$ cat config.mk
export PLATFORM = sky130hd
export DESIGN_NAME = booth_mac_accum_flat
export DESIGN_NICKNAME = d
export VERILOG_FILES = /design/src/rtl/booth_mac_accum_if.sv /design/src/rtl/booth_mac_accum.sv /design/src/flat_wrapper.sv
export SDC_FILE = /design/constraint.sdc
export NUM_CORES = 1
export LEC_CHECK = 0
export CAP_MARGIN = 10
export CORE_MARGIN = 2
export CORE_UTILIZATION = 59
export DETAILED_ROUTE_END_ITERATION = 10
export PLACE_DENSITY = 0.82
export SLEW_MARGIN = 20
export SYNTH_ARGS = -nofsm -noshare
export SYNTH_HDL_FRONTEND = slang
export SYNTH_SLANG_ARGS = --single-unit
$ cat constraint.sdc
create_clock -name clk -period 5 [get_ports clk]
set_input_delay 1 -clock clk [delete_from_list [all_inputs] [get_ports clk]]
set_output_delay 1 -clock clk [all_outputs]
set_load 0.005 [all_outputs]
$ cat src/rtl/booth_mac_accum_if.sv
// Product-in / result-out bus for booth_mac_accum.
// master = producer/consumer side, slave = the accumulator.
interface booth_mac_accum_if #(
    parameter int PROD_W = 16,
    parameter int ACC_W  = 24
);
    logic              prod_valid;
    logic              prod_ready;
    logic [PROD_W-1:0] prod_data;
    logic              clear;
    logic              acc_valid;
    logic              acc_ready;
    logic [ACC_W-1:0]  acc_data;
    logic              acc_ovf;

    modport master (
        output prod_valid, prod_data, clear, acc_ready,
        input  prod_ready, acc_valid, acc_data, acc_ovf
    );

    modport slave (
        input  prod_valid, prod_data, clear, acc_ready,
        output prod_ready, acc_valid, acc_data, acc_ovf
    );
endinterface

$ cat src/rtl/booth_mac_accum.sv
// booth_mac_accum: accumulates LEN signed products into an ACC_W result and
// hands the sum out on a valid/ready port with a sticky overflow flag.
// Optional build macro BOOTH_MAC_SAT_EN: saturate on overflow instead of wrap.
module booth_mac_accum #(
    parameter int PROD_W = 16,
    parameter int ACC_W  = 24,
    parameter int LEN    = 8,
    localparam int CNT_W = $clog2(LEN + 1)
) (
    input logic               clk,
    input logic               rst,
    booth_mac_accum_if.slave  bus
);

    typedef enum logic {ACCUM, HOLD} state_t;

    localparam logic [ACC_W-1:0] ACC_MAX = {1'b0, {(ACC_W-1){1'b1}}};
    localparam logic [ACC_W-1:0] ACC_MIN = {1'b1, {(ACC_W-1){1'b0}}};

    state_t             state_q;
    logic [ACC_W-1:0]   acc_q, acc_d;
    logic [CNT_W-1:0]   count_q;
    logic               sticky_q, sticky_d;
    logic               acc_valid_q;
    logic [ACC_W-1:0]   acc_data_q;
    logic               acc_ovf_q;

    logic [ACC_W-1:0]   addend, sum;
    logic               add_ovf;
    logic               fire, last;

    // Ready depends only on state, clear and reset, never on prod_valid.
    assign bus.prod_ready = (state_q == ACCUM) & ~bus.clear & ~rst;
    assign fire           = bus.prod_valid & bus.prod_ready;
    assign last           = (count_q == CNT_W'(LEN - 1));

    assign bus.acc_valid  = acc_valid_q;
    assign bus.acc_data   = acc_data_q;
    assign bus.acc_ovf    = acc_ovf_q;

    // Sign-extended add with same-sign-in / different-sign-out overflow test.
    always_comb begin
        addend               = {ACC_W{bus.prod_data[PROD_W-1]}};
        addend[PROD_W-1:0]   = bus.prod_data;
        sum                  = acc_q + addend;
        add_ovf              = (acc_q[ACC_W-1] == addend[ACC_W-1]) &&
                               (sum[ACC_W-1] != acc_q[ACC_W-1]);
`ifdef BOOTH_MAC_SAT_EN
        // Both addends share a sign on overflow, so acc's sign picks the rail.
        acc_d                = add_ovf ? (acc_q[ACC_W-1] ? ACC_MIN : ACC_MAX) : sum;
`else
        acc_d                = sum;
`endif
        sticky_d             = sticky_q | add_ovf;
    end

    // Run control: accumulate in ACCUM, publish and hold the result in HOLD.
    always_ff @(posedge clk or posedge rst) begin
        if (rst) begin
            state_q     <= ACCUM;
            acc_q       <= '0;
            count_q     <= '0;
            sticky_q    <= 1'b0;
            acc_valid_q <= 1'b0;
            acc_data_q  <= '0;
            acc_ovf_q   <= 1'b0;
        end else if (bus.clear) begin
            // Abort: drop the partial run and any unconsumed result.
            state_q     <= ACCUM;
            acc_q       <= '0;
            count_q     <= '0;
            sticky_q    <= 1'b0;
            acc_valid_q <= 1'b0;
        end else begin
            case (state_q)
                ACCUM: begin
                    if (fire) begin
                        if (last) begin
                            acc_data_q  <= acc_d;
                            acc_ovf_q   <= sticky_d;
                            acc_valid_q <= 1'b1;
                            state_q     <= HOLD;
                            acc_q       <= '0;
                            count_q     <= '0;
                            sticky_q    <= 1'b0;
                        end else begin
                            acc_q       <= acc_d;
                            count_q     <= count_q + CNT_W'(1);
                            sticky_q    <= sticky_d;
                        end
                    end
                end
                HOLD: begin
                    if (bus.acc_ready) begin
                        acc_valid_q <= 1'b0;
                        state_q     <= ACCUM;
                    end
                end
                default: state_q <= ACCUM;
            endcase
        end
    end

endmodule

$ cat src/flat_wrapper.sv
// flat-port wrapper written by rule: the top's interface ports become plain ports
module booth_mac_accum_flat 
#(
    parameter int PROD_W = 16,
    parameter int ACC_W  = 24,
    parameter int LEN    = 8,
    localparam int CNT_W = $clog2(LEN + 1)
)
  (clk, rst, bus_prod_valid, bus_prod_data, bus_clear, bus_acc_ready, bus_prod_ready, bus_acc_valid, bus_acc_data, bus_acc_ovf);
  booth_mac_accum_if #(.PROD_W(PROD_W), .ACC_W(ACC_W)) bus_i ();
  input logic clk;
  input logic rst;
  input wire logic [$bits(bus_i.prod_valid)-1:0] bus_prod_valid;
  input wire logic [$bits(bus_i.prod_data)-1:0] bus_prod_data;
  input wire logic [$bits(bus_i.clear)-1:0] bus_clear;
  input wire logic [$bits(bus_i.acc_ready)-1:0] bus_acc_ready;
  output wire logic [$bits(bus_i.prod_ready)-1:0] bus_prod_ready;
  output wire logic [$bits(bus_i.acc_valid)-1:0] bus_acc_valid;
  output wire logic [$bits(bus_i.acc_data)-1:0] bus_acc_data;
  output wire logic [$bits(bus_i.acc_ovf)-1:0] bus_acc_ovf;
  assign bus_i.prod_valid = bus_prod_valid;
  assign bus_i.prod_data = bus_prod_data;
  assign bus_i.clear = bus_clear;
  assign bus_i.acc_ready = bus_acc_ready;
  assign bus_prod_ready = bus_i.prod_ready;
  assign bus_acc_valid = bus_i.acc_valid;
  assign bus_acc_data = bus_i.acc_data;
  assign bus_acc_ovf = bus_i.acc_ovf;
  booth_mac_accum #(.PROD_W(PROD_W), .ACC_W(ACC_W), .LEN(LEN)) u_core (.clk(clk), .rst(rst), .bus(bus_i));
endmodule
* Yosys cells after proc, flatten, opt, wreduce, memory -nomap -nowiden *
Cells that the tools add are included.
Widths: inputs -> output; s select.

storage, ports and cells
  input port bits = 21
  output and inout port bits = 27
  logic and storage cells = 50
  bits in registers = 56

operators by class
  eq/ne operators = 7
  add/subtract/negate cells = 2
  bitwise gates (word level) = 7
  reductions and logical operators = 5
  mux-type cells = 22

operators by type and width
  operator             number
  $mux 24              4
  $add 24x24->24       1
  $mux 4               4
  $mux 1               12
  $ne 3x2->1 const B   2
  $add 4x1->4 const B  1
  $eq 4x3->1 const B   1
  $pmux 1 s2           2
  $reduce_and 4->1     1
  $and 1x1->1          3
  $ne 3x3->1 const B   1
  $not 1->1            3
  $reduce_and 3->1     1
  $ne 2x2->1 const B   1
  $reduce_and 2->1     1
  $reduce_bool 2->1    1
  $eq 1x1->1           1
  $logic_and 1x1->1    1
  $ne 1x1->1           1
  $or 1x1->1           1

* Logic depth before layout (Yosys ltp) *
Gate-level depths: netlist of run 1.

  depth after elaboration = 8
  gate-level depth with buffers = 10

* Worst setup path before layout of run 1 *
OpenSTA, ideal clock, no wires.

  path type = input -> register
  from = input bus_prod_data[0]
  to = register u_core.acc_q[22]
  stages on the path = 10
  setup slack = 2.103 ns
  path buffers = 0
  data required time = 4.870 ns
  arrival time = 2.767 ns
  path through = ha_1 -> inv_1 -> fa_1 -> nor2b_1 -> o2111ai_1 -> a21oi_1 -> o21ai_2 -> a211oi_1 -> or4_1 -> nand3_1

between the ends
  word-level cells in the longest chain between the ends = 5

RTL lines
  item                  RTL line               RTL
  from (decl)           flat_wrapper.sv:14     input wire logic [$bits(bus_i.prod_data)-1:0] bus_prod_data;
  $add 24x24->24        booth_mac_accum.sv:45  sum = acc_q + addend;
  $mux 24               booth_mac_accum.sv:78  if (last) begin
  $mux 24               booth_mac_accum.sv:77  if (fire) begin
  $mux 24               booth_mac_accum.sv:75  case (state_q)
  $mux 24               booth_mac_accum.sv:67  end else if (bus.clear) begin
  to (signal assigned)  booth_mac_accum.sv:70  acc_q <= '0;
  to (signal assigned)  booth_mac_accum.sv:83  acc_q <= '0;
  to (signal assigned)  booth_mac_accum.sv:87  acc_q <= acc_d;
  to (decl)             booth_mac_accum.sv:21  logic [ACC_W-1:0] acc_q, acc_d;

Every way passes these cells. The select of a mux whose other input is x is not followed.
A chain may end at the register's enable or synchronous reset.

* Worst setup path after layout of run 1 *
  from = input bus_clear
  to = output bus_prod_ready

between the ends
  word-level cells in the longest chain between the ends = 3

RTL lines
  item                        RTL line               RTL
  from (decl)                 flat_wrapper.sv:15     input wire logic [$bits(bus_i.clear)-1:0] bus_clear;
  $not 1->1 (no source line)  --
  $and 1x1->1 (2 in a row)    booth_mac_accum.sv:33  assign bus.prod_ready = (state_q == ACCUM) & ~bus.clear & ~rst;
  to (decl)                   flat_wrapper.sv:17     output wire logic [$bits(bus_i.prod_ready)-1:0] bus_prod_ready;

Every way passes these cells.

==> results of run 1 <==
-- synthesized netlist by cell type, drive strengths merged --
library cell | count | area, um^2
o2111ai | 1 | 8.76
nand2b | 4 | 25.0
o21ai | 21 | 109
inv | 7 | 26.3
nor2 | 22 | 82.6
and3b | 2 | 17.5
dfrtp | 56 | 1400
a311oi | 1 | 15.0
ha | 24 | 300
a21o | 5 | 37.5
and2 | 5 | 31.3
a41oi | 2 | 17.5
a41o | 1 | 10.0
clkbuf | 10 | 37.5
a31oi | 3 | 18.8
nor3 | 2 | 15.0
nand2 | 56 | 213
o311ai | 1 | 16.3
o31ai | 2 | 33.8
a32o | 2 | 20.0
a22o | 18 | 158
and4 | 1 | 8.76
nand3 | 8 | 40.0
o211ai | 5 | 42.5
and3 | 1 | 6.26
or3 | 2 | 12.5
a21boi | 1 | 7.51
a31o | 2 | 17.5
mux2i | 3 | 30.0
mux2 | 9 | 101
xnor2 | 15 | 131
nand3b | 1 | 7.51
fa | 1 | 20.0
or4 | 2 | 15.0
nor2b | 3 | 18.8
a211oi | 7 | 52.6
a21oi | 29 | 145
o21bai | 3 | 26.3
a22oi | 1 | 7.51
buf | 8 | 46.3
nand4 | 4 | 25.0
o21a | 2 | 15.0
xor2 | 6 | 52.6
-- layer usage --
layer  vias to the layer above  track usage [%]  share of wire (%)
li1                       1376                -                  -
met1                      1371             34.1                 46
met2                        80             43.8                 48
met4                         0             7.29                1.2
met3                         9             4.72                5.2
met5                         -                0                  0
-- cell type report --
type	instances	share of cell area, %
multi-input cells	278	47.7
flip-flops and latches	56	34.8
repair buffers	52	12.6
well taps	72	2.24
clock buffers	6	1.80
inverters	7	0.653
clock inverters	1	0.124
-- tightest hold or removal path, delay by kind of cell, from the launching register on --
kind / cells / cell delay [ns]
flip-flops: 1 / 0.35
AND/OR/NAND/NOR: 2 / 0.10
-- state kept, by name (all words and copies together) (netlist names) --
register / cells
u_core.bus.acc_data: 24
u_core.bus.acc_ovf: 1
u_core.acc_q: 24
u_core.sticky_q: 1
u_core.count_q: 4
u_core.bus.acc_valid: 1
u_core.state_q: 1
-- kinds of logic after synthesis --
family                   count (synthesis)  share of synthesized area [%]
XOR/XNOR                                21                           5.37
buffers and inverters                   25                           3.22
adder cells (fa/ha/maj)                 25                           9.36
multiplexers                            12                           3.84
AND/OR/NAND/NOR                        113                           15.1
flip-flops                              56                           40.9
AO/OA/AOI/OAI                          107                           22.1
-- stage by stage --
step	instances	util, %	cell area, um^2	total power, mW	setup WS, ns
finish	472	72.6	4020	0.979	1.62
global placement	465	71.2	3940	0.740	1.41
floorplan	359	-	3420	0.676	2.10
CTS	472	72.6	4020	0.982	1.62
global route	472	72.6	4020	1.03	1.41
detailed placement	465	71.2	3940	0.746	1.29
-- worst min path at each step --
stage	to	slack, ns	startpoint
3_3_place_gp	u_core.bus.acc_data[7]	0.45	u_core.bus.acc_data[7]
3_5_place_dp	u_core.bus.acc_data[5]	0.46	u_core.bus.acc_data[5]
4_1_cts	u_core.bus.acc_data[5]	0.49	u_core.bus.acc_data[5]
6_report	u_core.bus.acc_data[5]	0.48	u_core.bus.acc_data[5]
5_1_grt	u_core.bus.acc_data[0]	0.53	u_core.bus.acc_data[0]
2_1_floorplan	u_core.acc_q[18]	0.45	u_core.acc_q[18]
-- where the power goes --
| part | internal (mW) | switching [mW] | total [mW] |
|---|---|---|---|
| logic | 0.110 | 0.145 | 0.255 |
| registers | 0.473 | 0.0130 | 0.486 |
| clock network | 0.0958 | 0.143 | 0.239 |
==> out/qor.yml, run 1 <==
routing:
  ant_nets: 0
  routed_via_density: 6.01
  drt-initial-drc-count: 131
  wirelength_um: 7650
  drc_errors: 0
  vias: 2836
  avgRoutedWirePerCell_um: 16.2
  drt_pass1_iterations: 5
logic_synthesis:
  syn_inst: 359
  ys_seq_elements: 56
  ys_types: 51
  ys_seq_area_share_pct: 40.9
  synthesis.area_mm2: 0.00342
  syn_avg_cell_area_um2: 9.54
  yosys_warnings: 0
  syn_nets: 405
cts:
  holdBufCountCts: 0
  tritoncts: "done"
  clkTransAtPathRegs_ns: 0.10
  cts_made_buffers: 5
  clock-sinks: 56
  insertion_delay_ns: 0.31
  htreeDepth: 2
  post-cts-setup-buffers: 0
  cts_resized: 0
  cts_root_buffer: "clkbuf_8"
  clockBufferDepth: 2
worst_setup_path:
  cp.depth: 3
  crit_buf_inv: 2
  crit_path_top_delay_cell: "clkdlybuf4s50_1"
  crit_path_start_kind: "input port"
  reg2regPathDepth: 10
  critical_path.cell_chain: "clkdlybuf4s50_1 > nor3_2 > clkdlybuf4s50_1"
  worstPathMaxFanout: 7
  crit_path_end_kind: "output pin"
  startpoint: "bus_clear"
  crit_arrival_ns: 2.38
  r2r_setup_slack_ns: 2.42
  cp.required_ns: 4.00
  max_stage_delay_ns: 0.54
  crit_path_end: "bus_prod_ready"
  rr_endpoint: "u_core.acc_q[20]"
  critical_path_class: "in2out"
  r2r_start: "u_core.acc_q[0]"
  cp_common_cell: "clkdlybuf4s50_1"
  path_delay_family: "buffers and inverters"
timing:
  fin_crit_ns: 3.38
  clock_skew_ns: 0.00548
  fmax_ghz: 0.296
  finalSetupViolCount: 0
  hold-worst-slack_ns: 0.483
  relSlewSlack_pct: 52.9
  rsz0062_at_grt: "no"
  tns_ns: 0
  hold_viol_final: 0
  drv_slew: 0
  tightest_slew_ns: 0.706
  fin_crit_sh_pct: 67.5
global_route:
  grt_pass1_vias: 2832
  grt_antenna_before_repair: 0
  grt-ovfl-total: 0
  grt_pass1_wl_um: 13100
  grt_usage_pct: 25.9
  grt_max_degree: 42
placed_design:
  dp_hpwl_um: 5650
  portBuffers: 47
  place.gp.congestion: 0.897
power:
  p_leak_nw: 1.87
  power-per-cell-area_mw_per_mm2: 243
  vdd_drop_max_v: 0.000137
floorplan:
  fp.dieW_um: 80.2
  num_rows: 27
  die_area_mm2: 0.00643
  start_util_pct: 61.8
  die_y_um: 80.2
  core_area_mm2: 0.00554
  io-pin-count: 48
layout:
  layout-drive-gt1-share_pct: 8.00
  syn2layout_area_growth_pct: 17.5
  layout_commonest_cell: "dfrtp_1"
  multi_input_area_mm2: 0.00192
  antenna_cells: 0
  layout.nets: 446
  final_cell_mix: "dfrtp_1 (56), nand2_1 (55), clkdlybuf4s50_1 (47)"
  seqCellArea_mm2: 0.00140
  fillers: 425
job:
  drv_cap: 0
hold_path:
  hold_class: "reg2reg"
  whs_path_depth: 2
run_status:
  status: "completed"
Power figures use the tool's default switching activity.
==> run 2: changes to the inputs <==
--- a/config.mk
+++ b/config.mk
@@ -7,9 +7,9 @@
 export LEC_CHECK = 0
 export CAP_MARGIN = 10
 export CORE_MARGIN = 2
-export CORE_UTILIZATION = 59
+export CORE_UTILIZATION = 55
 export DETAILED_ROUTE_END_ITERATION = 10
-export PLACE_DENSITY = 0.82
+export PLACE_DENSITY = 0.77
 export SLEW_MARGIN = 20
 export SYNTH_ARGS = -nofsm -noshare
 export SYNTH_HDL_FRONTEND = slang
==> constraint.sdc (replaced) <==
create_clock -name clk -period 3.3 [get_ports clk]
set_input_delay 0.66 -clock clk [delete_from_list [all_inputs] [get_ports clk]]
set_output_delay 0.66 -clock clk [all_outputs]
set_load 0.005 [all_outputs]
==> run 2 against run 1 <==
Clock skew is 0.0021 ns higher. Sequential power increased by 52%. Global-route usage fell by 2.2 points.
==> out/qor.yml, run 2 (synthesis results as in run 1) <==
worst_setup_path:
  r2r_setup_slack_ns: 0.75  # -1.67 ns
  crit_path_end_kind: "flop"
  critical_path_class: "in2reg"
  startpoint: "bus_prod_data[0]"
  worstPathMaxFanout: 4  # -3
  critical_path.cell_chain: "clkdlybuf4s50_1 > ha_1 > inv_1 > fa_1 > nor2b_1 > o2111ai_1 > a21oi_1 > o211ai_2 > a21oi_1 > o21ai_0 > a32o_1"
  max_stage_delay_ns: 0.47  # -0.07 ns
  crit_path_top_delay_cell: "clkdlybuf4s50_1"
  cp.required_ns: 3.50  # -0.50 ns
  rr_endpoint: "u_core.acc_q[16]"
  crit_arrival_ns: 3.19  # +0.81 ns
  reg2regPathDepth: 10  # unchanged
  crit_path_start_kind: "input port"
  r2r_start: "u_core.acc_q[0]"
  crit_buf_inv: 2  # unchanged
  path_delay_family: "compound AO/OA/AOI/OAI gates"
  cp_common_cell: "a21oi_1"
timing:
  hold_viol_final: 0  # unchanged
  clock_skew_ns: 0.00758  # +0.00210 ns
  tns_ns: 0  # unchanged
  fmax_ghz: 0.335
  fin_crit_sh_pct: 90.5
  drv_slew: 0  # unchanged
  tightest_slew_ns: 0.412  # -0.294 ns
  rsz0062_at_grt: "no"
  relSlewSlack_pct: 72.2  # +19 points
  hold-worst-slack_ns: 0.474  # -0.00857 ns
  finalSetupViolCount: 0  # unchanged
  fin_crit_ns: 2.99
floorplan:
  core_area_mm2: 0.00596  # +7.5%
  num_rows: 28  # +3.7%
  die_area_mm2: 0.00687  # +6.9%
  fp.dieW_um: 82.9  # +3.4%
  start_util_pct: 57.5  # -4.3 points
  die_y_um: 82.9  # +3.4%
  io-pin-count: 48  # unchanged
global_route:
  grt-ovfl-total: 0  # unchanged
  use_met2_pct: 38.4  # -5.3 points
  met3_usage_pct: 3.48  # -1.2 points
  grt_antenna_before_repair: 0  # unchanged
  grt_pass1_vias: 2937  # +3.7%
  grt_pass1_wl_um: 13600  # +4.4%
  grt_max_degree: 27  # -36%
  met1_usage_pct: 34.4  # +0.28 points
  grt_usage_pct: 23.7  # -2.2 points
  grt.busiest_layer: "met2"
routing:
  wirelength_um: 7920  # +3.5%
  routed_via_density: 5.88  # -2.2%
  drt_pass1_iterations: 4  # -1
  drt-initial-drc-count: 212  # +62%
  drc_errors: 0  # unchanged
  vias: 2863  # +0.95%
  ant_nets: 0  # unchanged
  avgRoutedWirePerCell_um: 16.3  # +0.30%
run_status:
  status: "completed"
hold_path:
  hold_class: "reg2reg"
  hold_path_end: "u_core.bus.acc_data[7]"
  hold_start: "u_core.bus.acc_data[7]"
  whs_path_depth: 2  # unchanged
power:
  power-per-cell-area_mw_per_mm2: 386  # +59%
  p_leak_nw: 1.93  # +3.5%
  vdd_drop_max_v: 0.000237  # +73%
cts:
  clkTransAtPathRegs_ns: 0.10  # about the same
  insertion_delay_ns: 0.31  # about the same
  cts_resized: 0  # unchanged
  holdBufCountCts: 0  # unchanged
  post-cts-setup-buffers: 0  # unchanged
  tritoncts: "done"
  clockBufferDepth: 2  # unchanged
  clock-sinks: 56  # unchanged
  htreeDepth: 2  # unchanged
  cts_made_buffers: 5  # unchanged
  cts_root_buffer: "clkbuf_8"
placed_design:
  place.gp.congestion: 0.915  # +2.0%
  portBuffers: 47  # unchanged
  dp_hpwl_um: 5930  # +4.9%
layout:
  antenna_cells: 0  # unchanged
  syn2layout_area_growth_pct: 21.0
  layout.nets: 457  # +2.5%
  layout-drive-gt1-share_pct: 10.9  # +2.9 points
  layout_commonest_cell: "dfrtp_1"
  fillers: 483  # +14%
  final_cell_mix: "dfrtp_1 (56), nand2_1 (55), clkdlybuf4s50_1 (47)"
job:
  drv_cap: 0  # unchanged
==> run 2: cell types whose count changed in the layout (fill, tap and decap cells not counted), sizes merged <==
cell / before / now
buf: 5 / 16
clkinvlp: 0 / 1
clkbuf: 6 / 5
bufinv: 0 / 1
==> run 2: cell type report <==
type / count / area [um^2] / share of cell area, %
Sequential cell: 56 / 1400 / 33.8
Multi-Input combinational cell: 278 / 1920 / 46.3
Clock buffer: 5 / 68.8 / 1.66
Tap cell: 75 / 93.8 / 2.27
Timing Repair Buffer: 63 / 591 / 14.3
Clock inverter: 3 / 42.5 / 1.03
Inverter: 7 / 26.3 / 0.634
==> run 2: worst max path at each step <==
stage	to	slack (ns)	cells after the start
finish	u_core.acc_q[16]	0.31	11
global route	u_core.acc_q[20]	0.13	11
CTS	u_core.acc_q[16]	0.35	11
detailed placement	u_core.acc_q[22]	0.03	11
global placement	u_core.acc_q[22]	0.11	11
floorplan	u_core.acc_q[22]	0.74	10
==> run 2: layer usage <==
| metal | wire (um) | part of all wire (%) | vias to the layer above |
|---|---|---|---|
| li1 | - | - | 1401 |
| met1 | 3800 | 48 | 1387 |
| met2 | 3660 | 46 | 70 |
| met3 | 401 | 5.1 | 5 |
| met4 | 57 | 0.72 | 0 |
| met5 | 0 | 0 | - |
==> run 2: worst min-delay path, cell delays in order (launching register included) <==
cell,delay [ns]
dfrtp_1,0.35
nand2_1,0.05
nand2_1,0.05
==> run 2: power breakdown <==
part / internal, mW / switching [mW] / leakage (nW)
sequential: 0.716 / 0.0202 / 0.767
clock: 0.225 / 0.235 / 0.0541
combinational: 0.177 / 0.225 / 1.11
total: 1.12 / 0.480 / 1.93
==> run 2: through the flow <==
stage / utilization [%] / setup slack [ns] / power, mW / std cells / area (um^2)
3_5_place_dp: 67.7 / 0.0300 / 1.15 / 479 / 4030
4_1_cts: 69.5 / 0.346 / 1.61 / 487 / 4140
6_report: 69.5 / 0.312 / 1.60 / 487 / 4140
5_1_grt: 69.5 / 0.135 / 1.68 / 487 / 4140
2_1_floorplan: - / 0.743 / 1.02 / 359 / 3420
3_3_place_gp: 67.7 / 0.109 / 1.14 / 479 / 4030
